$ cat src/rtl/l1_bus_arbiter.sv
`default_nettype none
// ============================================================================
// Module      : l1_bus_arbiter
// Description : Arbitrates the fetch (i_*) and data (d_*) client ports onto
//               the single unified-L1 port. One transaction is in flight at a
//               time. Request fields are registered toward the cache, and read
//               data returns through a wait/done handshake. A watchdog aborts
//               accesses the cache never acknowledges.
//               Optional macro L1_ARB_DPRIO_EN: fixed data-port priority on a
//               tie instead of round-robin.
// Revision    : 1.0 - initial release
// ============================================================================
module l1_bus_arbiter #(
  parameter int ADDR_W      = 32,
  parameter int DATA_W      = 32,
  parameter int TIMEOUT_CYC = 64
) (
  input  logic                clk,
  input  logic                reset,
  input  logic                i_req,
  input  logic [ADDR_W-1:0]   i_addr,
  output logic [DATA_W-1:0]   i_rdata,
  output logic                i_wait,
  input  logic                d_req,
  input  logic                d_we,
  input  logic [ADDR_W-1:0]   d_addr,
  input  logic [DATA_W-1:0]   d_wd,
  input  logic [DATA_W/8-1:0] d_mask,
  output logic [DATA_W-1:0]   d_rdata,
  output logic                d_wait,
  output logic                l1_req,
  output logic                l1_we,
  output logic [ADDR_W-1:0]   l1_addr,
  output logic [DATA_W-1:0]   l1_wd,
  output logic [DATA_W/8-1:0] l1_mask,
  input  logic [DATA_W-1:0]   l1_rdata,
  input  logic                l1_ack,
  output logic                arb_err
);

  localparam int c_MASK_W = DATA_W / 8;
  localparam int c_WD_W   = (TIMEOUT_CYC > 1) ? $clog2(TIMEOUT_CYC) : 1;
  localparam bit c_WD_EN  = (TIMEOUT_CYC > 0);
  localparam logic [c_WD_W-1:0] c_WD_LAST = c_WD_W'((TIMEOUT_CYC > 0) ? TIMEOUT_CYC - 1 : 0);

  typedef enum logic [1:0] {
    S_IDLE   = 2'd0,
    S_BUSY_I = 2'd1,
    S_BUSY_D = 2'd2,
    S_DONE   = 2'd3
  } state_t;

  state_t              r_state;
  state_t              w_state_nxt;
  logic                r_owner_d;
  logic                r_l1_we;
  logic [ADDR_W-1:0]   r_l1_addr;
  logic [DATA_W-1:0]   r_l1_wd;
  logic [c_MASK_W-1:0] r_l1_mask;
  logic [DATA_W-1:0]   r_i_rdata;
  logic [DATA_W-1:0]   r_d_rdata;
  logic                r_arb_err;
  logic [c_WD_W-1:0]   r_wd_cnt;

  logic w_busy;
  logic w_grant;
  logic w_grant_d;
  logic w_timeout;
  logic w_i_done;
  logic w_d_done;

  assign w_busy    = (r_state == S_BUSY_I) || (r_state == S_BUSY_D);
  assign w_grant   = (r_state == S_IDLE) && (i_req || d_req);
  // An ack in the final watchdog cycle still completes the access normally.
  assign w_timeout = c_WD_EN && w_busy && !l1_ack && (r_wd_cnt == c_WD_LAST);

`ifdef L1_ARB_DPRIO_EN
  // Data port wins every tie so loads/stores never starve behind fetch.
  assign w_grant_d = d_req;
`else
  logic r_last_d;

  // On a tie, the port that did not win last time is granted.
  assign w_grant_d = d_req && (!i_req || !r_last_d);

  // Remember the last granted port; reset points at D so I wins the first tie.
  always_ff @(posedge clk or negedge reset) begin
    if (!reset) begin
      r_last_d <= 1'b1;
    end else if (w_grant) begin
      r_last_d <= w_grant_d;
    end
  end
`endif

  // State register.
  always_ff @(posedge clk or negedge reset) begin
    if (!reset) begin
      r_state <= S_IDLE;
    end else begin
      r_state <= w_state_nxt;
    end
  end

  // Next-state logic: IDLE -> BUSY_x -> DONE -> IDLE.
  always_comb begin
    w_state_nxt = r_state;
    case (r_state)
      S_IDLE:   if (w_grant) w_state_nxt = w_grant_d ? S_BUSY_D : S_BUSY_I;
      S_BUSY_I,
      S_BUSY_D: if (l1_ack || w_timeout) w_state_nxt = S_DONE;
      S_DONE:   w_state_nxt = S_IDLE;
      default:  w_state_nxt = S_IDLE;
    endcase
  end

  // Capture request fields on grant, response data on completion, and the
  // watchdog count and sticky error flag while busy.
  always_ff @(posedge clk or negedge reset) begin
    if (!reset) begin
      r_owner_d <= 1'b0;
      r_l1_we   <= 1'b0;
      r_l1_addr <= '0;
      r_l1_wd   <= '0;
      r_l1_mask <= '0;
      r_i_rdata <= '0;
      r_d_rdata <= '0;
      r_arb_err <= 1'b0;
      r_wd_cnt  <= '0;
    end else begin
      if (w_grant) begin
        r_owner_d <= w_grant_d;
        r_l1_we   <= w_grant_d && d_we;
        r_l1_addr <= w_grant_d ? d_addr : i_addr;
        r_l1_wd   <= w_grant_d ? d_wd : '0;
        r_l1_mask <= w_grant_d ? d_mask : '0;
        r_wd_cnt  <= '0;
      end
      if (w_busy) begin
        if (l1_ack) begin
          if (r_owner_d) r_d_rdata <= l1_rdata;
          else           r_i_rdata <= l1_rdata;
        end else if (w_timeout) begin
          if (r_owner_d) r_d_rdata <= '0;
          else           r_i_rdata <= '0;
          r_arb_err <= 1'b1;
        end else begin
          r_wd_cnt <= r_wd_cnt + 1'b1;
        end
      end
    end
  end

  // The done pulse lasts exactly the single DONE cycle.
  assign w_i_done = (r_state == S_DONE) && !r_owner_d;
  assign w_d_done = (r_state == S_DONE) && r_owner_d;

  assign i_wait  = i_req && !w_i_done;
  assign d_wait  = d_req && !w_d_done;
  assign l1_req  = w_busy;
  assign l1_we   = r_l1_we;
  assign l1_addr = r_l1_addr;
  assign l1_wd   = r_l1_wd;
  assign l1_mask = r_l1_mask;
  assign i_rdata = r_i_rdata;
  assign d_rdata = r_d_rdata;
  assign arb_err = r_arb_err;

endmodule
`default_nettype wire

$ cat config.mk
export PLATFORM = sky130hd
export DESIGN_NAME = l1_bus_arbiter
export DESIGN_NICKNAME = d
export VERILOG_FILES = /design/src/rtl/l1_bus_arbiter.sv
export SDC_FILE = /design/constraint.sdc
export NUM_CORES = 1
export LEC_CHECK = 0
export ABC_AREA = 1
export CAP_MARGIN = 20
export CELL_PAD_IN_SITES_DETAIL_PLACEMENT = 1
export CELL_PAD_IN_SITES_GLOBAL_PLACEMENT = 1
export CORE_MARGIN = 8
export CORE_UTILIZATION = 27
export CTS_CLUSTER_DIAMETER = 50
export DETAILED_ROUTE_END_ITERATION = 10
export PLACE_DENSITY_LB_ADDON = 0.1
export SETUP_SLACK_MARGIN = 0.2
export SLEW_MARGIN = 20
export SYNTH_ARGS = -nofsm -noshare
export SYNTH_HDL_FRONTEND = slang
export SYNTH_SLANG_ARGS = --single-unit
$ cat constraint.sdc
create_clock -name clk -period 1.55 [get_ports clk]
set_input_delay 0.465 -clock clk [delete_from_list [all_inputs] [get_ports clk]]
set_output_delay 0.465 -clock clk [all_outputs]
set_load 0.05 [all_outputs]
# == After elaboration in Yosys (flattened, before gate mapping) ==
# Index checks and enable logic that the tools add are counted.
# classes
n_addsub,1
n_eq_ne,6
muxes,19
bitwise_logic,2
reduce_logical,26
# op_table
cell,n
2-to-1 mux 32 bit,10
2-to-1 mux 6 bit,4
logical AND 1 bit,9
AND reduction 3 bit,3
adder 6 x 1 -> 6 bit (second input constant),1
== test 6 bit (second input constant),1
zero test 1 bit,6
2-to-1 mux 2 bit,3
one-hot mux 2 bit (3 select lines),1
== test 2 bit (second input constant),2
logical OR 1 bit,4
2-to-1 mux 4 bit,1
!= test 2 bit (second input constant),2
== test 2 x 1 -> 1 bit (second input constant),1
zero test 2 bit,1
NOT 1 bit,2
AND reduction 2 bit,1
nonzero test 2 bit,1
OR reduction 2 bit,1
# totals
reg_bits,144
in_bits,138
output_inout_bits,137
elab_cells,65

# == Longest topological paths before layout ==
# depth
ltp_word,7
ltp_mapped,10
mapped_depth_nobuf,9

# == Worst setup path after synthesis ==
# OpenSTA, ideal clock, no wires.
# synth_path
path_kind,register to output
start,reg r_owner_d
end,out i_wait
t_arrival_ns,1.641
required_ns,1.085
path_slack_ns,-0.556
path_stages_with_launch,5
n_path_buf,2
path_cell_list,dfrtp_1 -> buf_2 -> clkinv_1 -> clkbuf_1 -> a21oi_1
# synth_between
elab_chain_cells,4
# synth_lines
element,line,source
from (decl),55,logic r_owner_d;
from (signal assigned),132,r_owner_d <= w_grant_d;
zero test 1 bit,155,assign w_i_done = (r_state == S_DONE) && !r_owner_d;
logical AND 1 bit,155,
zero test 1 bit,158,assign i_wait = i_req && !w_i_done;
logical AND 1 bit,158,
to (decl),23,"output logic i_wait,"
# Every way passes these cells.

# == Final worst setup path ==
# layout_path
start,reg r_state[0]
end,out d_wait
# layout_between
elab_chain_cells,4
# layout_lines
element,line,source
from (decl),53,state_t r_state;
from (signal assigned),101,r_state <= w_state_nxt;
== test 2 bit,156,assign w_d_done = (r_state == S_DONE) && r_owner_d;
logical AND 1 bit,156,
zero test 1 bit,159,assign d_wait = d_req && !w_d_done;
logical AND 1 bit,159,
to (decl),30,"output logic d_wait,"
# Every way passes these cells.

==> impl_metrics.tcl <==
set metrics [dict create \
    synthMuxAreaShare 0 \
    peakVddDrop_uv 1260 \
    gr-total-overflow 0 \
    cts_tree "yes" \
    yosysTopAreaCell "dfrtp_1" \
    numCtsBuffers 17 \
    antenna_found_initial 1 \
    syn-cell-area_um2 6080 \
    place_area_um2 10900 \
    finalInstanceArea_um2 14600 \
    setup_violations 135 \
    drt_iter0_markers 295 \
    syn_to_final_growth_pct 140 \
    critPathLaunchType "flip-flop" \
    worstPathRequired_ns 1.08 \
    ant_nets 0 \
    setup_ws_ns -0.336 \
    synth_edf_count 0 \
    synth_area_leaders "dfrtp_1, nand2_1, nand4_1, o21ai_0, nand3_1" \
    path_clk_slew_ns 0.07 \
    fp-row-count 55 \
    cp_max_fo 3 \
    max_slew_margin 0.717 \
    r2r_slack_ns -0.28 \
    cts.sinks 144 \
    endpoint_kind "output pin" \
    finalCriticalPeriod_ns 1.89 \
    root_buffer "clkbuf_16" \
    rsz0062_at_grt "yes" \
    r2r-start "r_state[0]$_DFFE_PN0P_" \
    grt_pass1_vias 7750 \
    p_leak_nw 6.71 \
    drv_slew 0 \
    cts-htree-levels 4 \
    period_share 1.22 \
    ys_ff_latch 144 \
    stdcell_count 1436 \
    finalWirelength_um 33200 \
    synth.yosys.warnings 0 \
    synth_cells 697 \
    ys_seq_area_frac 0.593 \
    holdWs_ns 0.422 \
    core_um2 22400 \
    finalHoldViolations 0 \
    yosys.area_share.simple 0.292 \
    multiInputGateArea_um2 3410 \
    synth_xor_area_frac 0.00288 \
    tightest_slew_ns 0.425 \
    worstSetupPathType "reg2out" \
    synth-compound-area-share 0.0630 \
    insertion_delay_ns 0.43 \
    hold_class "in2async" \
    drv_cap 0 \
    via_per_inst 4.96 \
    ys.flop_type "dfrtp_1" \
    die_y_um 166 \
    vias 7116 \
    die_area_um2 27600 \
    routedWlPerCell_um 23.1 \
    dp_hpwl_um 17600 \
    avgSynthCellArea_um2 8.72 \
    die_w_um 166 \
    firstDrtPassIters 4 \
    synth_top_family_by_area "simple AND/OR/NAND/NOR gates" \
    finalWeightedCongestion 0.759 \
    grt_max_degree 60 \
    totalPowerFinal_mw 39.4 \
    regArea_um2 3660 \
    route.detailed.drc 0 \
    io_pins 275 \
    grt_pass1_wl_um 46200 \
    final_util 0.651 \
    portBuffers 274 \
    nFillCells 2237 \
    clockBufferDepth 2 \
    final.setup_skew_ns 0.0149 \
    cp_data_arrival_time_ns 1.42 \
    ys_types 24 \
    synth_fa_ha_area_frac 0.00618 \
    fmax_mhz 530 \
    syn_nets 838 \
    status "finished with violations" \
    critPathLaunch "r_state[0]$_DFFE_PN0P_" \
    nNetsFinal 1278 \
    violations "setup timing" \
    ys_async_sr_fraction 1.00 \
    cellPowerDensity_nw_per_um2 2710 \
    drive_gt1_frac 0.583 \
    track_usage 0.215 \
    initial_core_util 0.272 \
    dp_cells 1245 \
    synth_top_area_share 0.589 \
]
## power breakdown
| group | internal [mW] | leakage (nW) | switching [mW] |
|---|---|---|---|
| clock network | 2.70 | 0.286 | 1.77 |
| logic | 13.3 | 4.66 | 13.9 |
| registers | 5.63 | 1.76 | 2.14 |
## worst max-delay path, stage by stage (launching register included)
cell	delay, ns
dfrtp_1	0.42
ha_2	0.25
a21oi_4	0.18
buf_12	0.16
## what timing repair did
action | CTS | global route
hold endpoints to repair | 10 | 0
cloned | 22 | 2
pin swaps | 45 | 25
gates resized for setup | 295 | 199
setup buffers | 67 | 66
endpoints found under the setup margin | 279 | 281
hold buffers | 1 | 0
## registers in the layout, summed over array words and instances (netlist names), 2 cells and up
| register | cells |
|---|---|
| r_state | 2 |
| i_rdata | 32 |
| d_rdata | 32 |
| r_wd_cnt | 6 |
| l1_mask | 4 |
| l1_addr | 32 |
| l1_wd | 32 |
## cell type report
type,instances,share of cell area
diodes,2,0.000344
clock buffers,19,0.0297
clock inverters,12,0.0127
inverters,13,0.00481
multi-input cells,488,0.234
flip-flops and latches,144,0.251
well taps,285,0.0245
repair buffers,472,0.442
repair inverters,1,0.00137
## path summary, 6_finish.rpt
path	end	cells past startpoint
max	d_wait	3
min	d_rdata[16]$_DFFE_PN0P_	2
max reg2reg	r_wd_cnt[0]$_DFF_PN0_	13
min reg2reg	r_last_d$_DFFE_PN1P_	2
max in group asynchronous	d_rdata[6]$_DFFE_PN0P_	3
min in group clk	d_rdata[25]$_DFFE_PN0P_	4
## Yosys cell counts (2+ instances only)
| cell type | n |
|---|---|
| nand2_1 | 254 |
| dfrtp_1 | 143 |
| o21ai_0 | 69 |
| nand4_1 | 64 |
| nand3_1 | 48 |
| nor2_1 | 35 |
| clkbuf_1 | 31 |
| buf_2 | 12 |
| buf_1 | 9 |
| inv_1 | 9 |
| a21oi_1 | 3 |
| ha_1 | 3 |
| nand2_2 | 3 |
| clkinv_1 | 2 |
| inv_2 | 2 |
| nand3_2 | 2 |
## kinds of logic (layout without fill, tap and decap cells)
family                   after synthesis  count (layout)
buffers and inverters                 65             517
AO/OA/AOI/OAI                         75              75
XOR/XNOR                               2               2
AND/OR/NAND/NOR                      408             408
other                                  0               2
flip-flops                           144             144
adder cells (fa/ha/maj)                3               3
## placed cells by master, fill, tap and decap left out, types with 2 or more instances in the layout
cell	count
nor2_1	34
buf_6	23
dfrtp_1	102
o21ai_4	3
clkinvlp_4	4
nand3_4	2
nand2_4	80
clkinv_4	3
buf_16	19
nand2_2	108
clkbuf_1	2
buf_12	159
clkbuf_16	19
bufbuf_16	2
diode_2	2
nand3_1	37
a21oi_4	3
o21ai_1	24
bufinv_16	4
nand4_1	64
inv_2	5
inv_6	2
clkdlybuf4s50_1	133
dfrtp_2	41
inv_1	4
o21ai_2	41
buf_4	129
nand3_2	11
nand2_1	68
## stage by stage
step           TNS [ns]  setup slack, ns
2_1_floorplan     -5.65          -0.0940
3_3_place_gp     -22.96           -0.333
3_5_place_dp     -25.51           -0.338
4_1_cts          -17.30           -0.350
5_1_grt          -28.48           -0.378
6_report         -20.81           -0.336
## metal layers
metal | GRT usage | part of all wire | up-vias
met5 | 0 | 0 | -
met4 | 0.0640 | 0.016 | 0
met3 | 0.0851 | 0.075 | 31
met2 | 0.376 | 0.53 | 232
met1 | 0.238 | 0.38 | 3633
li1 | - | - | 3220
No activity file was read; power rests on OpenSTA's default activity.
